`src/rtl/muldiv_issue_ctrl_pkg.sv`:
```
// Shared decode constants, FSM encoding and instruction classifier for the HI/LO issue controller.
// Optional feature macro used by this slice: MULDIV_PERF_CNT_EN (adds a stall-cycle counter).
package muldiv_pkg;

  localparam logic [5:0] OP_RTYPE = 6'd0;
  localparam logic [5:0] FN_MFHI  = 6'd16;
  localparam logic [5:0] FN_MFLO  = 6'd18;
  localparam logic [5:0] FN_MULTU = 6'd25;
  localparam logic [5:0] FN_DIVU  = 6'd27;

  typedef enum logic {
    ST_IDLE = 1'b0,
    ST_BUSY = 1'b1
  } md_state_e;

  typedef struct packed {
    logic is_hilo_read;
    logic is_mul;
    logic is_div;
  } md_decode_t;

  function automatic md_decode_t md_decode(input logic [5:0] opcode, input logic [5:0] funct);
    md_decode_t d;
    d = '0;
    if (opcode == OP_RTYPE) begin
      d.is_hilo_read = (funct == FN_MFHI) || (funct == FN_MFLO);
      d.is_mul       = (funct == FN_MULTU);
      d.is_div       = (funct == FN_DIVU);
    end
    return d;
  endfunction

endpackage

```
`src/rtl/muldiv_issue_ctrl_if.sv`:
```
// Decode-side bundle between the front end and the HI/LO issue controller.
// MULDIV_PERF_CNT_EN adds the stall_cnt signal to the bundle.
interface muldiv_issue_ctrl_if;
  import muldiv_pkg::*;

  // Handshake: there is no valid/ready pair; instr is offered whenever instr_valid=1 and flush=0,
  // and it is accepted in any cycle where pc_en=1 (pc_en=0 means hold the same instr next cycle).
  logic [31:0] instr;
  logic        instr_valid;
  logic        flush;
  logic        pc_en;
  logic        nop;
  logic        md_start;
  logic        md_div;
  logic        hilo_we;
  logic        busy;
  md_state_e   fsm_state;
`ifdef MULDIV_PERF_CNT_EN
  logic [31:0] stall_cnt;
`endif

`ifdef MULDIV_PERF_CNT_EN
  modport master (output instr, instr_valid, flush,
                  input  pc_en, nop, md_start, md_div, hilo_we, busy, fsm_state, stall_cnt);
  modport slave  (input  instr, instr_valid, flush,
                  output pc_en, nop, md_start, md_div, hilo_we, busy, fsm_state, stall_cnt);
`else
  modport master (output instr, instr_valid, flush,
                  input  pc_en, nop, md_start, md_div, hilo_we, busy, fsm_state);
  modport slave  (input  instr, instr_valid, flush,
                  output pc_en, nop, md_start, md_div, hilo_we, busy, fsm_state);
`endif

endinterface

```
`src/rtl/muldiv_issue_ctrl_md_lat_counter.sv`:
```
// Loadable down-counter tracking the remaining busy cycles of the HI/LO unit.
module md_lat_counter #(
  parameter int CNT_W = 6
) (
  input  logic             clk,
  input  logic             reset,
  input  logic             load,
  input  logic [CNT_W-1:0] load_value,
  input  logic             dec,
  output logic [CNT_W-1:0] value,
  output logic             zero
);

  always_ff @(posedge clk) begin
    if (reset) begin
      value <= '0;
    end else if (load) begin
      value <= load_value;
    end else if (dec) begin
      value <= value - 1'b1;
    end
  end

  assign zero = (value == '0);

endmodule

```
`src/rtl/muldiv_issue_ctrl.sv`:
```
// Issue controller for the shared MULTU/DIVU unit: starts ops, holds HI/LO users in decode, writes HI/LO.
// Define MULDIV_PERF_CNT_EN to add the stall_cnt performance counter.
module muldiv_issue_ctrl
  import muldiv_pkg::*;
#(
  parameter int MUL_LAT = 32,
  parameter int DIV_LAT = 34,
  parameter int CNT_W   = 6
) (
  input  logic                 clk,
  input  logic                 reset,
  muldiv_issue_ctrl_if.slave   bus
);

  localparam logic [CNT_W-1:0] MUL_LOAD = CNT_W'(MUL_LAT - 1);
  localparam logic [CNT_W-1:0] DIV_LOAD = CNT_W'(DIV_LAT - 1);

  md_state_e        state_q, state_d;
  logic             md_start_q, md_start_d;
  logic             md_div_q, md_div_d;
  logic             cnt_load, cnt_dec, cnt_zero;
  logic [CNT_W-1:0] cnt_load_value, cnt_value;
  md_decode_t       dec;
  logic             qualified, is_op, hilo_user, stall;
  logic             unused_instr_bits;

  // Only opcode and funct matter for HI/LO tracking.
  assign dec               = md_decode(bus.instr[31:26], bus.instr[5:0]);
  assign unused_instr_bits = ^bus.instr[25:6];
  assign qualified         = bus.instr_valid & ~bus.flush;
  assign is_op             = dec.is_mul | dec.is_div;
  assign hilo_user         = is_op | dec.is_hilo_read;

  md_lat_counter #(.CNT_W(CNT_W)) u_lat_counter (
    .clk        (clk),
    .reset      (reset),
    .load       (cnt_load),
    .load_value (cnt_load_value),
    .dec        (cnt_dec),
    .value      (cnt_value),
    .zero       (cnt_zero)
  );

  always_ff @(posedge clk) begin
    if (reset) begin
      state_q    <= ST_IDLE;
      md_start_q <= 1'b0;
      md_div_q   <= 1'b0;
    end else begin
      state_q    <= state_d;
      md_start_q <= md_start_d;
      md_div_q   <= md_div_d;
    end
  end

  always_comb begin
    state_d        = state_q;
    md_start_d     = 1'b0;
    md_div_d       = md_div_q;
    cnt_load       = 1'b0;
    cnt_load_value = '0;
    cnt_dec        = 1'b0;
    unique case (state_q)
      ST_IDLE: begin
        // The issuing instruction itself never stalls; the unit starts next cycle.
        if (qualified && is_op) begin
          state_d        = ST_BUSY;
          md_start_d     = 1'b1;
          md_div_d       = dec.is_div;
          cnt_load       = 1'b1;
          cnt_load_value = dec.is_div ? DIV_LOAD : MUL_LOAD;
        end
      end
      ST_BUSY: begin
        if (cnt_zero) begin
          state_d = ST_IDLE;
        end else begin
          cnt_dec = 1'b1;
        end
      end
      default: state_d = ST_IDLE;
    endcase
  end

  // The completion cycle still counts as busy, so a stalled consumer reads fresh HI/LO one cycle later.
  assign stall         = (state_q == ST_BUSY) & qualified & hilo_user;
  assign bus.pc_en     = ~stall;
  assign bus.nop       = stall;
  assign bus.md_start  = md_start_q;
  assign bus.md_div    = md_div_q;
  assign bus.hilo_we   = (state_q == ST_BUSY) & cnt_zero;
  assign bus.busy      = (state_q == ST_BUSY);
  assign bus.fsm_state = state_q;

`ifdef MULDIV_PERF_CNT_EN
  logic [31:0] stall_cnt_q;

  always_ff @(posedge clk) begin
    if (reset) begin
      stall_cnt_q <= '0;
    end else if (stall) begin
      stall_cnt_q <= stall_cnt_q + 32'd1;
    end
  end

  assign bus.stall_cnt = stall_cnt_q;
`endif

endmodule

```
`src/flat_wrapper.sv`:
```
// flat-port wrapper written by rule: the top's interface ports become plain ports
module muldiv_issue_ctrl_flat import muldiv_pkg::*;
#(
  parameter int MUL_LAT = 32,
  parameter int DIV_LAT = 34,
  parameter int CNT_W   = 6
)
  (clk, reset, bus_instr, bus_instr_valid, bus_flush, bus_pc_en, bus_nop, bus_md_start, bus_md_div, bus_hilo_we, bus_busy, bus_fsm_state);
  muldiv_issue_ctrl_if bus_i ();
  input  logic clk;
  input  logic reset;
  input wire logic [$bits(bus_i.instr)-1:0] bus_instr;
  input wire logic [$bits(bus_i.instr_valid)-1:0] bus_instr_valid;
  input wire logic [$bits(bus_i.flush)-1:0] bus_flush;
  output wire logic [$bits(bus_i.pc_en)-1:0] bus_pc_en;
  output wire logic [$bits(bus_i.nop)-1:0] bus_nop;
  output wire logic [$bits(bus_i.md_start)-1:0] bus_md_start;
  output wire logic [$bits(bus_i.md_div)-1:0] bus_md_div;
  output wire logic [$bits(bus_i.hilo_we)-1:0] bus_hilo_we;
  output wire logic [$bits(bus_i.busy)-1:0] bus_busy;
  output wire logic [$bits(bus_i.fsm_state)-1:0] bus_fsm_state;
  assign bus_i.instr = bus_instr;
  assign bus_i.instr_valid = bus_instr_valid;
  assign bus_i.flush = bus_flush;
  assign bus_pc_en = bus_i.pc_en;
  assign bus_nop = bus_i.nop;
  assign bus_md_start = bus_i.md_start;
  assign bus_md_div = bus_i.md_div;
  assign bus_hilo_we = bus_i.hilo_we;
  assign bus_busy = bus_i.busy;
  assign bus_fsm_state = bus_i.fsm_state;
  muldiv_issue_ctrl #(.MUL_LAT(MUL_LAT), .DIV_LAT(DIV_LAT), .CNT_W(CNT_W)) u_core (.clk(clk), .reset(reset), .bus(bus_i));
endmodule
```
`config.mk`:
```
export PLATFORM = sky130hd
export DESIGN_NAME = muldiv_issue_ctrl_flat
export DESIGN_NICKNAME = d
export VERILOG_FILES = /design/src/rtl/muldiv_issue_ctrl_pkg.sv /design/src/rtl/muldiv_issue_ctrl_if.sv /design/src/rtl/muldiv_issue_ctrl_md_lat_counter.sv /design/src/rtl/muldiv_issue_ctrl.sv /design/src/flat_wrapper.sv
export SDC_FILE = /design/constraint.sdc
export NUM_CORES = 1
export LEC_CHECK = 0
export ABC_CLOCK_PERIOD_IN_PS = 3290
export BUFFER_PORTS_ARGS = -buffer_cell sky130_fd_sc_hd__buf_2
export CORE_AREA = 3 3 40 42
export CTS_BUF_LIST = sky130_fd_sc_hd__clkbuf_8
export CTS_CLUSTER_SIZE = 40
export DETAILED_ROUTE_END_ITERATION = 8
export DIE_AREA = 0 0 43 45
export PLACE_DENSITY = 0.8
export SYNTH_ARGS = -nofsm -noshare
export SYNTH_HDL_FRONTEND = slang
export SYNTH_SLANG_ARGS = --single-unit
```
`constraint.sdc`:
```
create_clock -name clk -period 3.29 [get_ports clk]
set_clock_uncertainty 0.1 [all_clocks]
set_input_delay 0.658 -clock clk [delete_from_list [all_inputs] [get_ports clk]]
set_output_delay 0.658 -clock clk [all_outputs]
set_load 0.05 [all_outputs]
```
==> flow_metrics.py <==
metrics = {
    "global_routing": {
        "grt_max_degree": 10,
        "groute.usage.overall": 0.139,
        "first_global_vias": 481,
        "antenna_found_initial": 0,
        "grt_pass1_wl_um": 1970,
        "gr-total-overflow": 0,
    },
    "sta": {
        "timing.slew.headroom": 0.617,
        "min_period_over_period": 0.828,
        "worstMarginPinSlew_ns": 0.566,
        "finalSetupTns_ns": 0,
        "timing.fmax_mhz": 367,
        "final_setup_fails": 0,
        "timing.final.hold_violations": 0,
        "rsz0062_at_grt": "false",
        "holdWs_ns": 0.346,
        "slew_violations": 0,
        "final_period_minus_worst_setup_slack_ns": 2.72,
    },
    "drt": {
        "post_drt_wl_per_cell_um": 12.4,
        "detail_route.drc_violations": 0,
        "drt-total-wl_um": 1250,
        "detail_route.first_pass.iterations": 3,
        "drtAntennaViolNets": 0,
        "vias": 564,
        "vias_per_cell": 5.58,
        "drt_iter0_markers": 7,
    },
    "power": {
        "power_leakage_uw": 0.000299,
        "internal_power_of_the_cells_uw": 200,
        "power_density_nw_per_um2": 376,
        "seq_power_share": 0.433,
        "power_switching_uw": 52.4,
        "power_uw": 253,
        "combinationalPowerShare": 0.066,
        "power.switching_fraction": 0.207,
        "pwr-share-clk": 0.501,
        "ir_drop_uv": 221,
    },
    "clock_network": {
        "clock_edge_transition_at_the_registers_on_the_reported_setup_and_hold_paths_ns": 0.04,
        "clockBufferDepth": 2,
        "cts_setup_buffers": 0,
        "ctsHtreeMaxLevel": 1,
        "cts_repair_resize_count": 0,
        "clk-insertion-delay-late_ns": 0.23,
        "numCtsBuffers": 3,
        "tritoncts": "done",
        "cts.hold.buffers_added": 0,
        "cts.sink_count": 9,
        "clockRootBuffer": "clkbuf_8",
    },
    "worst_setup_path": {
        "worstSetupEndpointType": "primary output",
        "crit_family": "simple AND/OR/NAND/NOR gates",
        "critical_path_buf_inv_count": 3,
        "regToRegStartpoint": "u_core.bus.busy$_SDFF_PP0_",
        "timing.critical_path.cells": "buf_2 > nor4bb_1 > and3_1 > nand3_1 > inv_1 > buf_2",
        "critical_path.slowest_cell": "nor4bb_1",
        "crit_path_max_fanout": 4,
        "setup.worst_path.class": "in2out",
        "worstPathRequired_ns": 2.53,
        "worst_path_most_repeated_cell": "buf_2",
        "cp_data_arrival_time_ns": 1.97,
        "startpoint_type_of_the_worst_setup_path": "input pin",
        "cp-startpoint": "bus_instr[2]",
        "max_stage_delay_ns": 0.52,
    },
    "synthesis": {
        "synthesis.nets": 98,
        "synth_instances": 61,
        "yosysSeqAreaShare": 0.356,
        "synth.cell_area_um2": 505,
        "synth_warnings": 0,
        "yosys_register_bits": 9,
        "post_synth.cell_area_avg_um2": 8.29,
        "synth.lib_cells_used.distinct": 29,
    },
    "cells_and_area": {
        "most_common_library_cell_in_the_layout_ignoring_fill_and_taps": "buf_2",
        "ratio_of_cells_with_drive_above_1_in_the_final_layout": 0.326,
        "post-route-util": 0.523,
        "number_of_standard_cells_in_the_final_layout_excluding_fillers": 101,
        "layout.cells.most_common_list": "buf_2 (22), dfxtp_1 (9), a21oi_1 (7), nor3_1 (6)",
        "nFillCells": 135,
        "antenna_cells_inserted": 0,
        "num-nets-final": 124,
        "area_delta_synth_final_pct": 32.9,
    },
    "die": {
        "starting_density": 0.393,
        "ios": 43,
        "placementRows": 13,
        "dieArea_um2": 1940,
        "die_width_um": 43,
        "die_height_um": 45,
        "core-area_um2": 1280,
    },
    "min_path": {
        "hold_path_class": "reg2reg",
        "min-delay-start": "u_core.bus.md_div$_SDFFE_PP0P_",
    },
    "place": {
        "placed_instance_count": 97,
        "place.port_buffers": 22,
        "gp_routability_congestion": 0.830,
        "dp_hpwl_um": 984,
    },
    "outcome": {
        "outcome": "completed",
    },
    "job": {
        "max_cap_violations": 0,
    },
}
## sequential cells by signal (all words and copies together), names as in the netlist
| signal | count |
|---|---|
| u_core.bus.busy | 1 |
| u_core.bus.md_div | 1 |
| u_core.bus.md_start | 1 |
| u_core.u_lat_counter.value | 6 |
## per-stage QoR
step                      instance area, µm²  setup slack, ns
after CTS                                672            0.628
after global placement                   627            0.648
after global routing                     672            0.495
after detailed placement                 627            0.629
after floorplan                          505            0.294
final                                    672            0.567
## power by group through the flow
stage          clock (µW)  sequential, µW  combinational, µW
4_1_cts               131             109               16.7
6_report              127             109               16.7
2_1_floorplan           0             111               5.16
5_1_grt               135             109               18.2
3_3_place_gp            0             111               16.0
3_5_place_dp            0             111               16.7
## per-layer routing
| metal | share of wire | up-vias | wire length, µm | track usage |
|---|---|---|---|---|
| met5 | 0 | - | 0 | 0 |
| met1 | 0.41 | 270 | 510 | 0.145 |
| met4 | 0.014 | 0 | 17 | 0.0542 |
| met2 | 0.53 | 12 | 665 | 0.249 |
| met3 | 0.046 | 4 | 58 | 0.0598 |
| li1 | - | 278 | - | - |
## logic make-up after synthesis
group / share of synthesized area
mux: 0.0396
xor+xnor: 0.0173
simple gates: 0.356
flops: 0.356
buf+inv: 0.0446
compound gates: 0.161
fa+ha+maj: 0.0247
## worst paths after layout
path / endpoint / slack [ns] / depth (start not counted)
max: bus_nop / 0.57 / 6
min: u_core.bus.md_div$_SDFFE_PP0P_ / 0.35 / 2
max reg2reg: u_core.u_lat_counter.value[5]$_SDFFE_PP0P_ / 1.43 / 4
min reg2reg: u_core.bus.md_div$_SDFFE_PP0P_ / 0.35 / 2
## final cells by class
| class | instances | area, µm² | share of cell area |
|---|---|---|---|
| tap | 15 | 18.8 | 0.0279 |
| clock buffer | 3 | 41.3 | 0.0615 |
| multi-input combinational | 47 | 303 | 0.451 |
| sequential | 9 | 180 | 0.268 |
| inverter | 4 | 15.0 | 0.0223 |
| timing repair buffer | 22 | 110 | 0.164 |
| clock inverter | 1 | 3.75 | 0.00559 |
## Yosys cell counts
cell type / instances / area (µm²)
and4b_2: 1 / 11.3
and3_1: 1 / 6.26
and3b_2: 1 / 10.0
xnor2_1: 1 / 8.76
nor2_1: 5 / 18.8
or3b_2: 1 / 8.76
nand2_1: 3 / 11.3
inv_1: 4 / 15.0
nand4_1: 2 / 12.5
a21o_1: 1 / 7.51
or3b_1: 1 / 8.76
mux2i_1: 2 / 20.0
a21oi_1: 7 / 35.0
and4_1: 1 / 8.76
ha_1: 1 / 12.5
dfxtp_1: 9 / 180
nor3_1: 6 / 30.0
a41o_1: 1 / 10.0
or4_1: 1 / 7.51
nor4_1: 1 / 6.26
nand3_1: 2 / 10.0
a211oi_1: 2 / 15.0
nand2b_1: 1 / 6.26
buf_4: 1 / 7.51
o211ai_1: 1 / 7.51
a31oi_1: 1 / 6.26
and2_1: 1 / 6.26
nor4bb_1: 1 / 10.0
nor3b_1: 1 / 7.51
## worst register-to-register path: cells and delay by family, from the launching register on
kind / cells / cell delay (ns)
AOI/OAI and AO/OA: 1 / 0.22
DFF: 1 / 0.47
muxes: 1 / 0.15
and+or+nand+nor: 2 / 0.86
Note: power is estimated with default switching activity, not from simulation.
